==> config.mk <==
export PLATFORM = sky130hd
export DESIGN_NAME = exibe_jogada
export DESIGN_NICKNAME = d
export VERILOG_FILES = /design/src/rtl/astro_pkg.sv /design/src/rtl/codifica_jogada.sv /design/src/rtl/exibe_jogada.sv
export SDC_FILE = /design/constraint.sdc
export NUM_CORES = 1
export LEC_CHECK = 0
export BUFFER_PORTS_ARGS = -buffer_cell sky130_fd_sc_hd__clkbuf_2
export CAP_MARGIN = 20
export CORE_UTILIZATION = 50
export CTS_CLUSTER_DIAMETER = 80
export DETAILED_ROUTE_END_ITERATION = 8
export PLACE_DENSITY = 0.72
export SYNTH_ARGS = -nofsm -noshare
export SYNTH_HDL_FRONTEND = slang
export SYNTH_HIERARCHICAL = 1
export SYNTH_SLANG_ARGS = --single-unit
==> constraint.sdc <==
create_clock -name clock -period 2.15 [get_ports clock]
set_clock_uncertainty 0.05 [all_clocks]
set_input_delay 0.43 -clock clock [delete_from_list [all_inputs] [get_ports clock]]
set_output_delay 0.43 -clock clock [all_outputs]
set_load 0.02 [all_outputs]
==> src/rtl/astro_pkg.sv <==
// Shared definitions for the move path: opcodes, LED/memory field positions
// and the playback FSM state encoding.
package astro_pkg;

  localparam logic [1:0] OP_CIMA  = 2'b00;
  localparam logic [1:0] OP_BAIXO = 2'b01;
  localparam logic [1:0] OP_ESQ   = 2'b10;
  localparam logic [1:0] OP_DIR   = 2'b11;

  localparam int BIT_TIRO     = 0;
  localparam int BIT_ESPECIAL = 1;
  localparam int DIR_LSB      = 2;

  localparam int MEM_OP_LSB   = 0;
  localparam int MEM_OP_MSB   = 1;
  localparam int MEM_TIRO     = 2;
  localparam int MEM_ESPECIAL = 3;

  localparam int WORD_W = 4;
  localparam int LED_W  = 6;

  typedef enum logic [2:0] {
    IDLE,
    LE,
    CARREGA,
    ACESO,
    APAGADO,
    FIM
  } estado_t;

endpackage

==> src/rtl/codifica_jogada.sv <==
// Combinational encoder: stored 4-bit move word to the 6-bit LED layout used
// by the switches (one-hot direction on the upper bits).
module codifica_jogada
  import astro_pkg::*;
(
  input  logic [WORD_W-1:0] palavra_i,
  output logic [LED_W-1:0]  leds_o
);

  always_comb begin
    leds_o               = '0;
    leds_o[BIT_TIRO]     = palavra_i[MEM_TIRO];
    leds_o[BIT_ESPECIAL] = palavra_i[MEM_ESPECIAL];
    case (palavra_i[MEM_OP_MSB:MEM_OP_LSB])
      OP_CIMA:  leds_o[DIR_LSB + 0] = 1'b1;
      OP_BAIXO: leds_o[DIR_LSB + 1] = 1'b1;
      OP_ESQ:   leds_o[DIR_LSB + 2] = 1'b1;
      OP_DIR:   leds_o[DIR_LSB + 3] = 1'b1;
      default:  leds_o[DIR_LSB + 0] = 1'b1;
    endcase
  end

endmodule

==> src/rtl/exibe_jogada.sv <==
// Sequence playback: walks memory from address 0 to the latched limit, lighting
// each move for T_ACESO cycles followed by T_APAGADO blank cycles.
module exibe_jogada
  import astro_pkg::*;
#(
  parameter int AW        = 4,
  parameter int T_ACESO   = 50_000_000,
  parameter int T_APAGADO = 25_000_000,
  parameter int CW        = 26
) (
  input  logic              clock,
  input  logic              reset,
  input  logic              iniciar,
  input  logic              parar,
  input  logic [AW-1:0]     limite,
  input  logic [WORD_W-1:0] dado_memoria,
  output logic [AW-1:0]     endereco,
  output logic [LED_W-1:0]  leds,
  output logic              ocupado,
  output logic              fim
);

  localparam logic [CW-1:0] ULTIMO_ACESO   = CW'(T_ACESO - 1);
  localparam logic [CW-1:0] ULTIMO_APAGADO = CW'(T_APAGADO - 1);

  estado_t           estado_q, estado_d;
  logic [AW-1:0]     endereco_q, endereco_d;
  logic [AW-1:0]     limite_q, limite_d;
  logic [WORD_W-1:0] palavra_q, palavra_d;
  logic [CW-1:0]     contador_q, contador_d;
  logic [LED_W-1:0]  ledsCodificados;

  codifica_jogada u_codifica (
    .palavra_i (palavra_q),
    .leds_o    (ledsCodificados)
  );

  always_ff @(posedge clock) begin
    if (reset) begin
      estado_q   <= IDLE;
      endereco_q <= '0;
      limite_q   <= '0;
      palavra_q  <= '0;
      contador_q <= '0;
    end else begin
      estado_q   <= estado_d;
      endereco_q <= endereco_d;
      limite_q   <= limite_d;
      palavra_q  <= palavra_d;
      contador_q <= contador_d;
    end
  end

  always_comb begin
    estado_d   = estado_q;
    endereco_d = endereco_q;
    limite_d   = limite_q;
    palavra_d  = palavra_q;
    contador_d = contador_q;
    case (estado_q)
      IDLE: begin
        if (iniciar) begin
          endereco_d = '0;
          limite_d   = limite;
          estado_d   = LE;
        end
      end
      LE: estado_d = CARREGA;
      CARREGA: begin
        palavra_d  = dado_memoria;
        contador_d = '0;
        estado_d   = ACESO;
      end
      ACESO: begin
        if (contador_q == ULTIMO_ACESO) begin
          contador_d = '0;
          estado_d   = APAGADO;
        end else begin
          contador_d = contador_q + CW'(1);
        end
      end
      APAGADO: begin
        if (contador_q == ULTIMO_APAGADO) begin
          contador_d = '0;
          if (endereco_q == limite_q) begin
            estado_d = FIM;
          end else begin
            endereco_d = endereco_q + AW'(1);
            estado_d   = LE;
          end
        end else begin
          contador_d = contador_q + CW'(1);
        end
      end
      FIM: estado_d = IDLE;
      default: estado_d = IDLE;
    endcase
    // Abort overrides whatever the state logic decided above.
    if (parar) begin
      estado_d   = IDLE;
      endereco_d = '0;
    end
  end

  assign endereco = endereco_q;
  assign leds     = (estado_q == ACESO) ? ledsCodificados : '0;
  assign ocupado  = (estado_q != IDLE);
  assign fim      = (estado_q == FIM);

endmodule

==> metrics.csv, run 1 <==
stage,metric,value,unit
run_status,outcome,"finished, final reports clean",
synth,synth_edf_count,0,
critical_path,critPathKind,reg2reg,
flow_run,maxCapViolations,0,
sta,hold_ws,0.301,ns
layout,final_cell_mix,"dfxtp_1, buf_4, nor2_1",
clock_tree,clkSinkCount,41,
routing,antenna_left,0,
layout,utilization,66.9,%
place,routabilityCongestion,0.822,
sta,maxSlewViolCount,0,
critical_path,crit_fanout,16,
critical_path,cpPeakStageDelay,0.41,ns
power_and_ir_drop,p_leak,1.13,nW
sta,finalCritPeriodShare,98.2,%
global_route,grt_pass1_vias,1972,
synth,synth_xor_area_share,2.78,%
sta,setup_ws,0.0378,ns
global_route,antenna_found_initial,0,
routing,drt-met1-wl,2490,um
synth,synth_top_cell_by_area,dfxtp_1,
synth,yosys_warnings,6,
routing,wire_per_inst,14.5,um
synth,yosys.area_share.simple,31.8,%
power_and_ir_drop,pwr-share-seq,57.5,%
layout,final_area,2750,sq um
synth,synthTopCellsByArea,"dfxtp_1, a31oi_1, a21oi_1, nor2_1, nand2_1",
global_route,grt_max_degree,33,
synth,synth_seq_area_share,37.2,%
clock_tree,cts_max_path_buffers,2,
die,core_region_area,4120,sq um
routing,drc,0,
critical_path,critPathArrivalTime,2.25,ns
power_and_ir_drop,ir_worst_vdd,0.000364,V
sta,rsz0062_at_grt,true,
clock_tree,cts_root_buf,clkbuf_8,
sta,worst_pin_slew,0.759,ns
power_and_ir_drop,p_int,0.00103,W
synth,synth_top_family_by_area,simple AND/OR/NAND/NOR gates,
synth,synth_fa_ha_area_share,1.70,%
critical_path,cp-end-kind,flip-flop,
die,boundaryPins,24,
clock_tree,h-tree-depth,2,
routing,first_pass_iters,4,
synth,syn_inst,269,
place,placed_cells,357,
clock_tree,cts-buffers-inserted,5,
routing,first_iter_violations,183,
global_route,overflow,0,
synth,synthMuxAreaShare,2.27,%
layout,layout.cells.non_filler,373,
routing,dr_wl_met3,233,um
synth,async_flop_share,0,%
critical_path,cp-start-kind,flip-flop,
place,portBuffers,23,
layout,syn2layout_area_growth,24.7,%
power_and_ir_drop,clkPwrFrac,37.2,%
routing,viasPerCell,5.93,
place,hpwl,3600,um
die,initial_core_util,53.6,%
die,die_height,68.4,um
global_route,grt_pass1_wl,8680,um
layout,layout-drive-gt1-share,26.3,%
layout,layout.nets,337,
sta,maxSlewHeadroom,49.2,%
die,dieArea,4680,sq um
global_route,track_usage,25.1,%
min_path,min_path_type,in2reg,
synth,synth-compound-area-share,19.7,%
layout,n_antenna_cell,0,
clock_tree,cts_tree,done,
die,core.rowCount,23,
power_and_ir_drop,p_switching,0.000318,W
sta,max_freq,473,MHz
sta,hold_viol,0,
critical_path,required,2.29,ns
power_and_ir_drop,cellPowerDensity,490,nW/um^2
routing,wl,5410,um
synth,synthFlopType,dfxtp_1,
synth,syn_area,2210,sq um
sta,finalCriticalPeriod,2.11,ns
sta,finalSetupViolations,0,
synth,synth_top_area_share,37.2,%
clock_tree,path_clk_slew,0.08,ns
synth,synth-seq-cells,41,
clock_tree,clock_latency,0.30,ns
layout,layout_commonest_cell,dfxtp_1,
synth,synth_area_per_cell,8.20,sq um
routing,vias,2213,
synth,synth_cell_types,47,
place,pre_cts_slack,0.0211,ns
power_and_ir_drop,power_frac_comb,5.4,%
die,die_width,68.4,um
critical_path,path_cells,nor4_4 > nand4_1 > o41ai_4 > a21oi_4 > buf_12 > and3_1 > a221o_1,
synth,synth_nets,284,
routing,wl_met2,2590,um
place,placed_area,2520,sq um
power_and_ir_drop,swShare,23.6,%
routing,highest_layer,met4,
critical_path,slowest_stage,o41ai_4,
-- power groups by stage --
stage               registers, W  clock network [W]  logic (W)
CTS                     0.000774           0.000518  0.0000710
finish                  0.000774           0.000501  0.0000724
floorplan               0.000789                  0  0.0000495
detailed placement      0.000792                  0  0.0000708
global placement        0.000792                  0  0.0000687
global route            0.000776           0.000552  0.0000798
-- routing by layer --
metal,vias to the layer above,global-route usage (%)
li1,1100,-
met1,1055,30.2
met2,51,41.7
met3,7,6.67
met4,0,10.7
met5,-,0
-- layout make-up --
class	count	area, sq um
timing repair buffer	60	430
inverter	3	11.3
clock buffer	8	80.1
multi-input combinational	211	1340
fill	340	1360
tap	50	62.6
sequential	41	827
-- stage by stage --
| step | TNS, ns | power (W) |
|---|---|---|
| after floorplan | 0 | 0.000839 |
| final | 0 | 0.00135 |
| after detailed placement | 0 | 0.000863 |
| after global placement | 0 | 0.000861 |
| after global routing | -0.247 | 0.00141 |
| after CTS | 0 | 0.00136 |
-- critical path, delay by kind of cell, from the launching register on --
family / cells / cell delay, ns
buf+inv: 1 / 0.17
simple gates: 3 / 0.64
compound gates: 3 / 0.80
flops: 1 / 0.34
-- Yosys cell counts, types with 2 or more instances --
| cell | count |
|---|---|
| or3_1 | 2 |
| nor4_1 | 3 |
| dfxtp_1 | 41 |
| and4_1 | 6 |
| nand3_1 | 15 |
| a21o_1 | 2 |
| or2b_1 | 2 |
| nand2b_1 | 4 |
| clkbuf_1 | 6 |
| and2_1 | 6 |
| xnor2_1 | 7 |
| buf_6 | 3 |
| a22o_1 | 4 |
| ha_1 | 3 |
| inv_1 | 3 |
| o21a_1 | 3 |
| nand2_1 | 24 |
| o21ai_0 | 13 |
| nor3_1 | 2 |
| buf_4 | 3 |
| and3_1 | 14 |
| a221o_1 | 2 |
| or2_2 | 2 |
| nand3b_1 | 4 |
| a21oi_1 | 19 |
| mux2i_1 | 5 |
| a31oi_1 | 18 |
| nor2_1 | 25 |
| buf_2 | 2 |
| nand4_1 | 9 |
-- registers in the layout (all words and copies together), names as in the netlist --
signal	count
estado_q	3
palavra_q	4
contador_q	26
limite_q	4
endereco	4
-- worst paths after layout --
| check | slack (ns) | to | cells past startpoint | from |
|---|---|---|---|---|
| worst max-delay path | 0.04 | contador_q[22] | 7 | contador_q[7] |
| worst min-delay path | 0.30 | palavra_q[2] | 3 | dado_memoria[2] |
| worst max register to register | 0.04 | contador_q[22] | 7 | contador_q[7] |
| worst min register to register | 0.42 | contador_q[5] | 1 | contador_q[5] |
-- cells by family (layout without fill, tap and decap cells) --
| group | after synthesis | after routing |
|---|---|---|
| buf+inv | 17 | 71 |
| mux | 5 | 5 |
| simple gates | 128 | 128 |
| xor+xnor | 7 | 7 |
| flops | 41 | 41 |
| compound gates | 68 | 68 |
| fa+ha+maj | 3 | 3 |
-- repair_timing --
item	CTS	global route
setup endpoints to repair	1	13
gates cloned	0	2
resized for setup	0	17
hold buffers	0	0
buffers inserted	0	6
pin swaps	1	2
Power figures use the tool's default switching activity.
==> run 2: changes to the inputs <==
--- a/config.mk
+++ b/config.mk
@@ -10,8 +10,9 @@
 export CORE_UTILIZATION = 50
 export CTS_CLUSTER_DIAMETER = 80
 export DETAILED_ROUTE_END_ITERATION = 8
-export PLACE_DENSITY = 0.72
+export PLACE_DENSITY = 0.7
 export SYNTH_ARGS = -nofsm -noshare
 export SYNTH_HDL_FRONTEND = slang
 export SYNTH_HIERARCHICAL = 1
 export SYNTH_SLANG_ARGS = --single-unit
+export TNS_END_PERCENT = 10
==> constraint.sdc (replaced) <==
create_clock -name clock -period 2 [get_ports clock]
set_clock_uncertainty 0.05 [all_clocks]
set_input_delay 0.4 -clock clock [delete_from_list [all_inputs] [get_ports clock]]
set_output_delay 0.4 -clock clock [all_outputs]
set_load 0.02 [all_outputs]
==> run 2 against run 1 <==
Compared with the run above:
- the run now ends with negative setup slack left
- global-route usage decreased by 0.57 points
- non-clock buffer count grew 13
- cell count up 3.2%
- sequential power is 7.4% higher
- routed wire length fell by 0.28%
- largest power group unchanged
==> metrics.csv, run 2 (same netlist as run 1, synthesis figures left out) <==
stage,metric,value,unit
routing,vias,2198,
clock_tree,cts-buffers-inserted,5,
layout,final_cell_mix,"buf_4, dfxtp_1, nand2_1, nor2_1, clkbuf_2",
flow_run,maxCapViolations,0,
critical_path,cp-end-kind,flip-flop,
sta,max_freq,459,MHz
critical_path,rr_startpoint,contador_q[7],
min_path,whs_path_depth,3,
power_and_ir_drop,cellPowerDensity,507,nW/um^2
die,dieArea,4680,sq um
critical_path,r2r.worst_path.cells,8,
sta,maxSlewViolCount,0,
global_route,grt_max_degree,23,
routing,drc,0,
clock_tree,h-tree-depth,2,
routing,wl,5390,um
layout,n_antenna_cell,0,
critical_path,rrSetupSlack,-0.18,ns
critical_path,cp-start-kind,flip-flop,
place,hpwl,3760,um
min_path,hold_end,palavra_q[2],
critical_path,slowest_stage,o41ai_4,
power_and_ir_drop,p_leak,1.21,nW
clock_tree,clkSinkCount,41,
clock_tree,cts_max_path_buffers,2,
global_route,overflow,0,
layout,layout-drive-gt1-share,32.2,%
layout,largest_reg_flops,26,
global_route,antenna_found_initial,0,
layout,syn2layout_area_growth,32.1,%
sta,maxSlewHeadroom,76.4,%
critical_path,path_cells,nor4_4 > buf_4 > nand4_1 > o41ai_4 > a21oi_4 > buf_12 > and3_1 > a221o_1,
critical_path,critical_path.top_delay_family,compound AO/OA/AOI/OAI gates,
critical_path,r2r-end,contador_q[21],
die,core.rowCount,23,
place,routabilityCongestion,0.795,
clock_tree,cts_root_buf,clkbuf_8,
global_route,grt_pass1_wl,8490,um
die,initial_core_util,53.6,%
critical_path,crit_fanout,6,
power_and_ir_drop,ir_worst_vdd,0.000401,V
clock_tree,clock_latency,0.30,ns
sta,worst_pin_slew,0.353,ns
die,core_region_area,4120,sq um
place,portBuffers,23,
min_path,min_path_type,in2reg,
global_route,grt_pass1_vias,1932,
clock_tree,cts_tree,done,
routing,viasPerCell,5.71,
sta,finalCriticalPeriod,2.18,ns
routing,first_pass_iters,4,
sta,finalSetupViolations,23,
run_status,outcome,"complete, but fails checks",
layout,regMostFlops,contador_q,
layout,layout.nets,350,
routing,antenna_left,0,
run_status,violations,negative setup slack,
critical_path,cpPeakStageDelay,0.35,ns
min_path,min_from,dado_memoria[2],
layout,utilization,70.8,%
critical_path,critPathArrivalTime,2.32,ns
sta,rsz0062_at_grt,true,
place,pre_cts_slack,-0.107,ns
routing,wire_per_inst,14.0,um
sta,finalCritPeriodShare,109,%
routing,first_iter_violations,133,
critical_path,critPathKind,reg2reg,
sta,setup_ws,-0.180,ns
critical_path,required,2.14,ns
critical_path,crit_buf_inv,2,
die,boundaryPins,24,
global_route,track_usage,24.5,%
die,die_width,68.4,um
layout,layout_commonest_cell,buf_4,
die,die_height,68.4,um
sta,hold_viol,0,
layout,fillers,324,
clock_tree,path_clk_slew,0.08,ns
## run 2: cell count changes in the layout (fill, tap and decap cells not counted), moves of 2 or more
cell | previous run | this run
a21oi_1 | 19 | 11
a21oi_2 | 0 | 8
and3_2 | 0 | 2
buf_4 | 33 | 45
clkbuf_1 | 3 | 1
dfxtp_1 | 36 | 39
dfxtp_2 | 5 | 2
o21ai_0 | 12 | 8
o21ai_2 | 0 | 3
## run 2: layout make-up
class / count / area [sq um] / share of cell area (%)
clock buffer: 7 / 86.3 / 2.96
inverter: 3 / 11.3 / 0.386
multi-input combinational: 211 / 1380 / 47.2
sequential: 41 / 823 / 28.3
tap: 50 / 62.6 / 2.15
timing repair buffer: 73 / 554 / 19.0
## run 2: tightest hold or removal path: stages
cell and delay [ns]:
clkbuf_2 0.08, nand2_1 0.04, a21oi_1 0.05
## run 2: worst max path at each step
stage | from | to | slack [ns] | cells after the start
6_report | contador_q[7] | contador_q[21] | -0.18 | 8
5_1_grt | contador_q[7] | contador_q[21] | -0.26 | 8
4_1_cts | contador_q[7] | contador_q[21] | -0.08 | 8
3_5_place_dp | contador_q[15] | contador_q[21] | -0.11 | 7
3_3_place_gp | contador_q[7] | contador_q[21] | -0.04 | 8
2_1_floorplan | contador_q[6] | endereco[3] | 0.09 | 7
## run 2: through the flow
stage | total power, W | area, sq um | std cells | TNS [ns] | hold slack, ns
after floorplan | 0.000902 | 2210 | 269 | 0 | 0.382
after global placement | 0.000932 | 2670 | 374 | -0.0994 | 0.389
after detailed placement | 0.000934 | 2670 | 374 | -0.557 | 0.415
after CTS | 0.00149 | 2790 | 381 | -0.269 | 0.266
after global routing | 0.00153 | 2910 | 385 | -4.45 | 0.269
final | 0.00148 | 2910 | 385 | -2.20 | 0.273
## run 2: metal layers
layer  vias up  part of all wire [%]  GRT usage, %
li1       1123                     -             -
met1      1014                    46          29.5
met2        49                    48          41.5
met3        12                   4.4          6.50
met4         0                   2.0          8.59
met5         -                     0             0
## run 2: where the power goes
group	switching [W]	internal, W
logic	0.0000471	0.0000395
registers	0.00000640	0.000824
clock network	0.000285	0.000274
total	0.000338	0.00114
## run 2: timing repair
action / 4_1_cts / 5_1_grt
cloned: 0 / 2
endpoints found under the setup margin: 19 / 33
pin swaps: 2 / 6
gates resized for setup: 7 / 22
hold buffers: 0 / 0
setup buffers: 0 / 2
